### config.mk
export PLATFORM = sky130hd
export DESIGN_NAME = ysyx_23060025_axi_rd_arbiter_flat
export DESIGN_NICKNAME = d
export VERILOG_FILES = /design/src/rtl/ysyx_23060025_axi_rd_arbiter_if.sv /design/src/rtl/ysyx_23060025_axi_rd_arbiter.sv /design/src/flat_wrapper.sv
export SDC_FILE = /design/constraint.sdc
export NUM_CORES = 1
export LEC_CHECK = 0
export CORE_MARGIN = 2
export CORE_UTILIZATION = 26
export CTS_CLUSTER_SIZE = 16
export DETAILED_ROUTE_END_ITERATION = 8
export PLACE_DENSITY = 0.81
export SYNTH_ARGS = -nofsm -noshare
export SYNTH_HDL_FRONTEND = slang
export SYNTH_SLANG_ARGS = --single-unit
### constraint.sdc
create_clock -name clock -period 2.1 [get_ports clock]
set_input_delay 0.42 -clock clock [delete_from_list [all_inputs] [get_ports clock]]
set_output_delay 0.42 -clock clock [all_outputs]
set_load 0.02 [all_outputs]
### src/rtl/ysyx_23060025_axi_rd_arbiter_if.sv
// rtl/ysyx_23060025_axi_rd_arbiter_if.sv - AXI4 read-channel (AR+R) bundle shared by the arbiter's upstream and downstream sides
//
// Parameters
//   NUM  number of ports packed into the bundle (NUM_MST upstream, 1 downstream)
//   AW   address width per port
//   DW   read data width (shared by every port in the bundle)
// Signals (per port i, packed at [i*W +: W])
//   araddr/arvalid/arlen/arsize/arburst  address request, driven by the master side
//   arready                              address accept, driven by the slave side
//   rvalid/rlast/rdata/rresp             read data, driven by the slave side
//   rready                               read data accept, driven by the master side
// Modports
//   master  drives the request and rready
//   slave   drives arready and the read data
interface ysyx_23060025_axi_rd_arbiter_if #(
  parameter int NUM = 1,
  parameter int AW  = 32,
  parameter int DW  = 32
);
  logic [NUM*AW-1:0] araddr;
  logic [NUM-1:0]    arvalid;
  logic [NUM-1:0]    arready;
  logic [NUM*8-1:0]  arlen;
  logic [NUM*3-1:0]  arsize;
  logic [NUM*2-1:0]  arburst;
  logic [NUM-1:0]    rvalid;
  logic [NUM-1:0]    rlast;
  logic [NUM-1:0]    rready;
  logic [DW-1:0]     rdata;
  logic [1:0]        rresp;

  modport master (
    output araddr, arvalid, arlen, arsize, arburst, rready,
    input  arready, rvalid, rlast, rdata, rresp
  );

  modport slave (
    input  araddr, arvalid, arlen, arsize, arburst, rready,
    output arready, rvalid, rlast, rdata, rresp
  );
endinterface

### src/rtl/ysyx_23060025_axi_rd_arbiter.sv
// rtl/ysyx_23060025_axi_rd_arbiter.sv - round-robin arbiter sharing one AXI4 read channel between NUM_MST masters
//
// Carries one transaction at a time: arbitration (IDLE), address handshake (ADDR),
// then every beat up to rlast (DATA). Beats are tracked against arlen and a
// mismatch between rlast and the remaining-beat count raises a sticky error.
//
// Parameters
//   NUM_MST     number of read masters (>=2); master 0 wins the first round after reset
//   ADDR_WIDTH  araddr width
//   DATA_WIDTH  rdata width
// Ports
//   clock         system clock
//   reset         asynchronous, active-high reset
//   m             upstream bundle (slave modport), NUM_MST ports: icache refill = 0, LSU = 1
//   s             downstream bundle (master modport), 1 port, to SoC/DRAM
//   grant         one-hot owner of the channel, 0 while idle
//   protocol_err  sticky burst-length error flag
module ysyx_23060025_axi_rd_arbiter #(
  parameter int NUM_MST    = 2,
  parameter int ADDR_WIDTH = 32,
  parameter int DATA_WIDTH = 32
) (
  input  logic                               clock,
  input  logic                               reset,
  ysyx_23060025_axi_rd_arbiter_if.slave      m,
  ysyx_23060025_axi_rd_arbiter_if.master     s,
  output logic [NUM_MST-1:0]                 grant,
  output logic                               protocol_err
);

  localparam int IW = $clog2(NUM_MST);

  typedef enum logic [1:0] {
    IDLE,
    ADDR,
    DATA
  } state_t;

  state_t        state;
  logic [IW-1:0] rr_ptr;
  logic [7:0]    beat_cnt;

  logic               pick_vld;
  logic [NUM_MST-1:0] pick_oh;
  logic [IW-1:0]      grant_idx;
  logic [7:0]         grant_arlen;

  // Round-robin pick: the first requester strictly above rr_ptr wins, otherwise
  // the search wraps to index 0 and runs up to rr_ptr itself. The master that
  // just finished therefore has the lowest priority next round.
  always_comb begin
    pick_vld = 1'b0;
    pick_oh  = '0;
    for (int i = 0; i < NUM_MST; i++) begin
      if (!pick_vld && (i > int'(rr_ptr)) && m.arvalid[i]) begin
        pick_vld   = 1'b1;
        pick_oh[i] = 1'b1;
      end
    end
    for (int i = 0; i < NUM_MST; i++) begin
      if (!pick_vld && (i <= int'(rr_ptr)) && m.arvalid[i]) begin
        pick_vld   = 1'b1;
        pick_oh[i] = 1'b1;
      end
    end
  end

  // Channel steering from the one-hot grant. Outside ADDR/DATA everything
  // is held at zero so a reset drops every valid/ready at once.
  always_comb begin
    s.araddr    = '0;
    s.arlen     = '0;
    s.arsize    = '0;
    s.arburst   = '0;
    s.rready    = 1'b0;
    m.arready   = '0;
    m.rvalid    = '0;
    m.rlast     = '0;
    grant_idx   = '0;
    grant_arlen = '0;
    for (int i = 0; i < NUM_MST; i++) begin
      if (grant[i]) begin
        grant_idx   = IW'(i);
        grant_arlen = m.arlen[i*8 +: 8];
        if (state == ADDR) begin
          s.araddr     = m.araddr[i*ADDR_WIDTH +: ADDR_WIDTH];
          s.arlen      = m.arlen[i*8 +: 8];
          s.arsize     = m.arsize[i*3 +: 3];
          s.arburst    = m.arburst[i*2 +: 2];
          m.arready[i] = s.arready;
        end
        if (state == DATA) begin
          m.rvalid[i] = s.rvalid;
          m.rlast[i]  = s.rlast;
          s.rready    = m.rready[i];
        end
      end
    end
  end

  assign s.arvalid = (state == ADDR);

  // Data and response are broadcast; each master qualifies them with its own rvalid.
  assign m.rdata = (state == DATA) ? s.rdata : {DATA_WIDTH{1'b0}};
  assign m.rresp = (state == DATA) ? s.rresp : 2'b00;

  always_ff @(posedge clock or posedge reset) begin
    if (reset) begin
      state        <= IDLE;
      grant        <= '0;
      rr_ptr       <= IW'(NUM_MST - 1);
      beat_cnt     <= 8'd0;
      protocol_err <= 1'b0;
    end else begin
      case (state)
        IDLE: begin
          if (pick_vld) begin
            grant <= pick_oh;
            state <= ADDR;
          end
        end
        // The grant is held here until the handshake even if arvalid drops.
        ADDR: begin
          if (s.arready) begin
            beat_cnt <= grant_arlen;
            state    <= DATA;
          end
        end
        DATA: begin
          if (s.rvalid && s.rready) begin
            // rlast must coincide exactly with the remaining count reaching 0:
            // early rlast (cnt!=0) and missing rlast (cnt==0) are both errors.
            if (s.rlast != (beat_cnt == 8'd0)) begin
              protocol_err <= 1'b1;
            end
            if (beat_cnt != 8'd0) begin
              beat_cnt <= beat_cnt - 8'd1;
            end
            // The slave's rlast ends the burst regardless of the count.
            if (s.rlast) begin
              rr_ptr <= grant_idx;
              grant  <= '0;
              state  <= IDLE;
            end
          end
        end
        default: begin
          state <= IDLE;
          grant <= '0;
        end
      endcase
    end
  end

endmodule

### src/flat_wrapper.sv
// flat-port wrapper written by rule: the top's interface ports become plain ports
module ysyx_23060025_axi_rd_arbiter_flat 
#(
  parameter int NUM_MST    = 2,
  parameter int ADDR_WIDTH = 32,
  parameter int DATA_WIDTH = 32
)
  (clock, reset, grant, protocol_err, m_araddr, m_arvalid, m_arlen, m_arsize, m_arburst, m_rready, m_arready, m_rvalid, m_rlast, m_rdata, m_rresp, s_araddr, s_arvalid, s_arlen, s_arsize, s_arburst, s_rready, s_arready, s_rvalid, s_rlast, s_rdata, s_rresp);
  ysyx_23060025_axi_rd_arbiter_if #(.NUM((2)), .AW((32)), .DW((32))) m_i ();
  ysyx_23060025_axi_rd_arbiter_if #(.NUM(1), .AW((32)), .DW((32))) s_i ();
  input  logic clock;
  input  logic reset;
  output logic [NUM_MST-1:0] grant;
  output logic protocol_err;
  input wire logic [$bits(m_i.araddr)-1:0] m_araddr;
  input wire logic [$bits(m_i.arvalid)-1:0] m_arvalid;
  input wire logic [$bits(m_i.arlen)-1:0] m_arlen;
  input wire logic [$bits(m_i.arsize)-1:0] m_arsize;
  input wire logic [$bits(m_i.arburst)-1:0] m_arburst;
  input wire logic [$bits(m_i.rready)-1:0] m_rready;
  output wire logic [$bits(m_i.arready)-1:0] m_arready;
  output wire logic [$bits(m_i.rvalid)-1:0] m_rvalid;
  output wire logic [$bits(m_i.rlast)-1:0] m_rlast;
  output wire logic [$bits(m_i.rdata)-1:0] m_rdata;
  output wire logic [$bits(m_i.rresp)-1:0] m_rresp;
  output wire logic [$bits(s_i.araddr)-1:0] s_araddr;
  output wire logic [$bits(s_i.arvalid)-1:0] s_arvalid;
  output wire logic [$bits(s_i.arlen)-1:0] s_arlen;
  output wire logic [$bits(s_i.arsize)-1:0] s_arsize;
  output wire logic [$bits(s_i.arburst)-1:0] s_arburst;
  output wire logic [$bits(s_i.rready)-1:0] s_rready;
  input wire logic [$bits(s_i.arready)-1:0] s_arready;
  input wire logic [$bits(s_i.rvalid)-1:0] s_rvalid;
  input wire logic [$bits(s_i.rlast)-1:0] s_rlast;
  input wire logic [$bits(s_i.rdata)-1:0] s_rdata;
  input wire logic [$bits(s_i.rresp)-1:0] s_rresp;
  assign m_i.araddr = m_araddr;
  assign m_i.arvalid = m_arvalid;
  assign m_i.arlen = m_arlen;
  assign m_i.arsize = m_arsize;
  assign m_i.arburst = m_arburst;
  assign m_i.rready = m_rready;
  assign m_arready = m_i.arready;
  assign m_rvalid = m_i.rvalid;
  assign m_rlast = m_i.rlast;
  assign m_rdata = m_i.rdata;
  assign m_rresp = m_i.rresp;
  assign s_araddr = s_i.araddr;
  assign s_arvalid = s_i.arvalid;
  assign s_arlen = s_i.arlen;
  assign s_arsize = s_i.arsize;
  assign s_arburst = s_i.arburst;
  assign s_rready = s_i.rready;
  assign s_i.arready = s_arready;
  assign s_i.rvalid = s_rvalid;
  assign s_i.rlast = s_rlast;
  assign s_i.rdata = s_rdata;
  assign s_i.rresp = s_rresp;
  ysyx_23060025_axi_rd_arbiter #(.NUM_MST(NUM_MST), .ADDR_WIDTH(ADDR_WIDTH), .DATA_WIDTH(DATA_WIDTH)) u_core (.clock(clock), .reset(reset), .m(m_i), .s(s_i), .grant(grant), .protocol_err(protocol_err));
endmodule
Word level (Yosys, flattened, before mapping)
Cells that the tools add are included.
{"block": "word_totals", "regBits": 14, "input_bits": 133, "wordCells": 83}
{"block": "op_classes", "n_addsub": 1, "magnitude_cmp": 2, "eq_ne": 8, "muxes": 50, "bitwise": 1, "reduce_logical": 16}
{"op": "$mux 32", "count": 5}
{"op": "$mux 8", "count": 9}
{"op": "$mux 2", "count": 10}
{"op": "$mux 1", "count": 19}
{"op": "$pmux 8 s2", "count": 1}
{"op": "$mux 3", "count": 4}
{"op": "$pmux 2 s3", "count": 2}
{"op": "$reduce_and 4->1", "count": 3}
{"op": "$logic_not 8->1", "count": 1}
{"op": "$reduce_bool 8->1", "count": 1}
{"op": "$sub 8x1->8 const B", "count": 1}
{"op": "$ne 2x2->1 const B", "count": 3}
{"op": "$reduce_and 3->1", "count": 2}
{"op": "$logic_and 1x1->1", "count": 5}
{"op": "$ne 2x1->1 const B", "count": 2}
{"op": "$eq 2x1->1 const B", "count": 1}
{"op": "$eq 2x2->1 const B", "count": 1}
{"op": "$logic_not 1->1", "count": 2}
{"op": "$logic_not 2->1", "count": 1}
{"op": "$reduce_bool 2->1", "count": 1}
{"op": "$gt 1x1->1 const A", "count": 1}
{"op": "$le 1x1->1 const A", "count": 1}
{"op": "$ne 1x1->1", "count": 1}
{"op": "$not 1->1", "count": 1}

Depth between registers and ports, before layout
{"block": "depth", "ltp_word": 12, "mapped_depth": 8, "depth_no_buf": 6}

Least setup slack after synthesis
No wires, ideal clock.
{"block": "synth_path", "path_kind": "reg2out", "startpoint": "reg u_core.grant[0]", "endpoint": "out s_araddr[14]", "arrival_time_ns": 1.621, "t_required_ns": 1.680, "path_slack_ns": 0.059, "path_stages_with_launch": 7, "path_cell_list": "dfrtp_1 -> nor2b_1 -> buf_2 -> buf_2 -> buf_2 -> a22oi_1 -> nor2_1"}
{"block": "synth_between", "elab_chain_len": 3}
{"element": "from (decl)", "line_no": "ysyx_23060025_axi_rd_arbiter.sv:27", "source": "output logic [NUM_MST-1:0] grant,"}
{"element": "from (signal assigned)", "line_no": "ysyx_23060025_axi_rd_arbiter.sv:118", "source": "grant <= pick_oh;"}
{"element": "$mux 32 (*)", "line_no": "ysyx_23060025_axi_rd_arbiter.sv:82", "source": "if (grant[i]) begin"}
{"element": "$mux 32", "line_no": "ysyx_23060025_axi_rd_arbiter.sv:85", "source": "if (state == ADDR) begin"}
{"element": "$mux 32 (*)", "line_no": "ysyx_23060025_axi_rd_arbiter.sv:82"}
{"element": "to (decl)", "line_no": "flat_wrapper.sv:26", "source": "output wire logic [$bits(s_i.araddr)-1:0] s_araddr;"}
Mark *: on every way between the ends. The rest lies on a longest branch, timed or not.

Worst setup path in the final report
{"block": "layout_path", "startpoint": "reg u_core.grant[1]", "endpoint": "out s_araddr[16]"}
{"block": "layout_between", "elab_chain_len": 1}
{"element": "$mux 32", "line_no": "ysyx_23060025_axi_rd_arbiter.sv:82"}
Every way passes these cells.

==> results.cfg <==
[worst_setup_path]
critPathArrivalTime_ns = 1.60
rr_startpoint = u_core.grant[1]
worstSetupPathType = flop to primary output
r2r_slack_ns = 0.20
crit_required_ns = 1.68
r2r-end = u_core.beat_cnt[7]
cp_max_fo = 31
cp-end-kind = primary output
cp-start-kind = flop
r2r_cells = 7

[logic_synthesis]
postSynthNetCount = 388
ys_types = 43
syn_area_um2 = 1770
synth_edf_count = 0
synth_ff_type = dfrtp_1
avgSynthCellArea_um2 = 7.00
async_flop_share_pct = 100
ys_seq_area_share_pct = 19.9
synth_cells = 253
yosys_warnings = 0
ys_seq_elements = 14

[finish]
syn_to_final_growth_pct = 135
drive_gt1_share_pct = 9.96
diodes = 0
nNetsFinal = 618
final_cells = 562
fillers = 606

[global_routing]
grt_use_met2_pct = 39.2
grt_pass1_vias = 2565
antenna_found_initial = 0
gr-usage-all-layers_pct = 21.1
met1_usage_pct = 25.6
grt-ovfl-total = 0
busiest_layer = met2
grt_util_met3_pct = 3.24
grt_start_max_net_pins = 40
grt_pass1_wl_um = 12800

[hold_path]
holdPathStages = 1
holdCritStartpoint = u_core.protocol_err
min_path_type = flop to flop
holdPathEnd = u_core.protocol_err

[floorplanning]
start_util_pct = 26.5
die_y_um = 86.5
die_x_um = 86.5
fp.coreArea_um2 = 6680
dieArea_um2 = 7490
io_pins = 223
rows = 30

[timing]
rsz0062_at_grt = no
hold_viol = 0
finalMaxSlewViolations = 0
finalCritPeriodShare_pct = 96.0
timing.fmax_mhz = 496
fin_ws_ns = 0.0843
post-route-min-period_ns = 2.02
relSlewSlack_pct = 64.2
fin_skew_ns = 0.00816
setup_viol = 0
setup_tns_ns = 0
worst_pin_slew_ns = 0.537
whs_ns = 0.465

[clock_network]
clockRootBuffer = clkbuf_8
ctsHoldBuffers = 0
cts_num_sinks = 14
clock_latency_ns = 0.26
numCtsBuffers = 3
cts_max_path_buffers = 2
cts_max_level = 1
clk_pin_slew_worst_paths_ns = 0.06
cts_tree = built

[routing]
drt_iter0_drc = 123
drc = 0
viasPerCell = 4.91
first_pass_iters = 4
wl_per_cell_um = 15.4
dr_total_vias = 2759
drtAntennaViolNets = 0
postRouteWirelength_um = 8650

[place]
gp_congestion = 0.876
dp_slack_ns = -0.0925
portBuffers = 222
post-dp-hpwl_um = 7030
dpl.cell_count = 558

[pwr]
power_leakage_nw = 2.04
peakVddDrop_mv = 0.624
cellPowerDensity_nw_per_um2 = 998
fin_total_pwr_mw = 4.15

[run_status]
status = completed

[flow_run]
drv_cap = 0
registers in the layout, indices dropped and copies added (netlist names):
register	count
u_core.beat_cnt	8
u_core.grant	2
u_core.state	2
u_core.protocol_err	1
u_core.rr_ptr	1
power breakdown:
| part | switching, mW | total [mW] | leakage, nW | internal (mW) |
|---|---|---|---|---|
| registers | 0.125 | 0.531 | 0.170 | 0.407 |
| logic | 1.88 | 3.38 | 1.84 | 1.50 |
| clock network | 0.105 | 0.240 | 0.0228 | 0.135 |
| total | 2.11 | 4.15 | 2.04 | 2.04 |
cells in the mapped netlist (all sizes together), types with 3 or more instances:
library cell	number	area share [%]
nand2	15	3.2
o21ai	7	2.6
nand3	6	2.0
inv	6	1.4
buf	11	3.9
a22oi	46	20
and3	9	3.2
dfrtp	13	18
a21oi	7	2.2
a31oi	3	1.1
and2	35	13
nor2	54	11
clkbuf	13	2.8
cells by family (layout without fill, tap and decap cells):
| logic type | Yosys count | after routing | synth area share (%) |
|---|---|---|---|
| AOI/OAI and AO/OA | 73 | 73 | 31.0 |
| xor gates and xnor gates | 2 | 2 | 0.990 |
| adders and majority gates | 2 | 2 | 1.41 |
| buffers and inverters | 30 | 259 | 8.06 |
| DFF | 14 | 14 | 19.9 |
| muxes | 2 | 2 | 1.20 |
| and+or+nand+nor | 130 | 130 | 37.5 |
final cells by class:
cell class              instances  area [µm²]  share of cell area [%]
repair buffers                249        2350                    56.5
multi-input cells             209        1290                    31.0
flip-flops and latches         14         353                    8.48
well taps                      80         100                    2.41
clock buffers                   4        45.0                    1.08
inverters                       6        25.0                   0.601
cell usage in the layout, fill, tap and decap left out, types with 3 or more instances in the layout:
cell / n
and2_1: 34
clkbuf_2: 3
a31oi_1: 3
clkbuf_8: 3
clkdlybuf4s15_1: 5
dlygate4sd2_1: 78
buf_12: 3
o21ai_0: 6
a21oi_1: 6
and3_1: 9
buf_4: 24
inv_1: 5
dfrtp_1: 12
nand2_1: 15
nand3_1: 5
clkdlybuf4s50_1: 136
nor2_1: 54
a22oi_1: 46
stage by stage:
| stage | util [%] | area (µm²) |
|---|---|---|
| floorplan | - | 1770 |
| global placement | 63.3 | 4230 |
| detailed placement | 63.3 | 4230 |
| CTS | 62.4 | 4170 |
| global route | 62.3 | 4160 |
| finish | 62.3 | 4160 |
how the worst max path moves through the flow:
stage | end | slack [ns] | startpoint | cells past startpoint
6_report | s_araddr[16] | 0.08 | u_core.grant[1] | 4
5_1_grt | s_araddr[8] | 0.0009 | u_core.grant[1] | 5
4_1_cts | s_araddr[16] | 0.04 | u_core.grant[1] | 5
3_5_place_dp | s_rready | -0.09 | m_rready[0] | 4
3_3_place_gp | s_rready | -0.14 | m_rready[0] | 4
2_1_floorplan | s_araddr[14] | 0.06 | u_core.grant[0] | 6
metal layers:
| layer | vias to the layer above | part of all wire, % | wire length [µm] |
|---|---|---|---|
| li1 | 1357 | - | - |
| met1 | 1285 | 39 | 3370 |
| met2 | 111 | 53 | 4590 |
| met3 | 6 | 6.9 | 601 |
| met4 | 0 | 0.94 | 81 |
| met5 | - | 0 | 0 |
worst max-delay path, stage by stage (launching register included):
cell and delay, ns:
dfrtp_2 0.41, buf_4 0.33, a22oi_1 0.15, nor2_1 0.12, clkdlybuf4s15_1 0.33
what timing repair did:
action | CTS | global route
hold endpoints to repair | 0 | 0
buffers inserted | 0 | 0
endpoints found under the setup margin | 86 | 8
resized for setup | 86 | 11
Power figures use the tool's default switching activity.
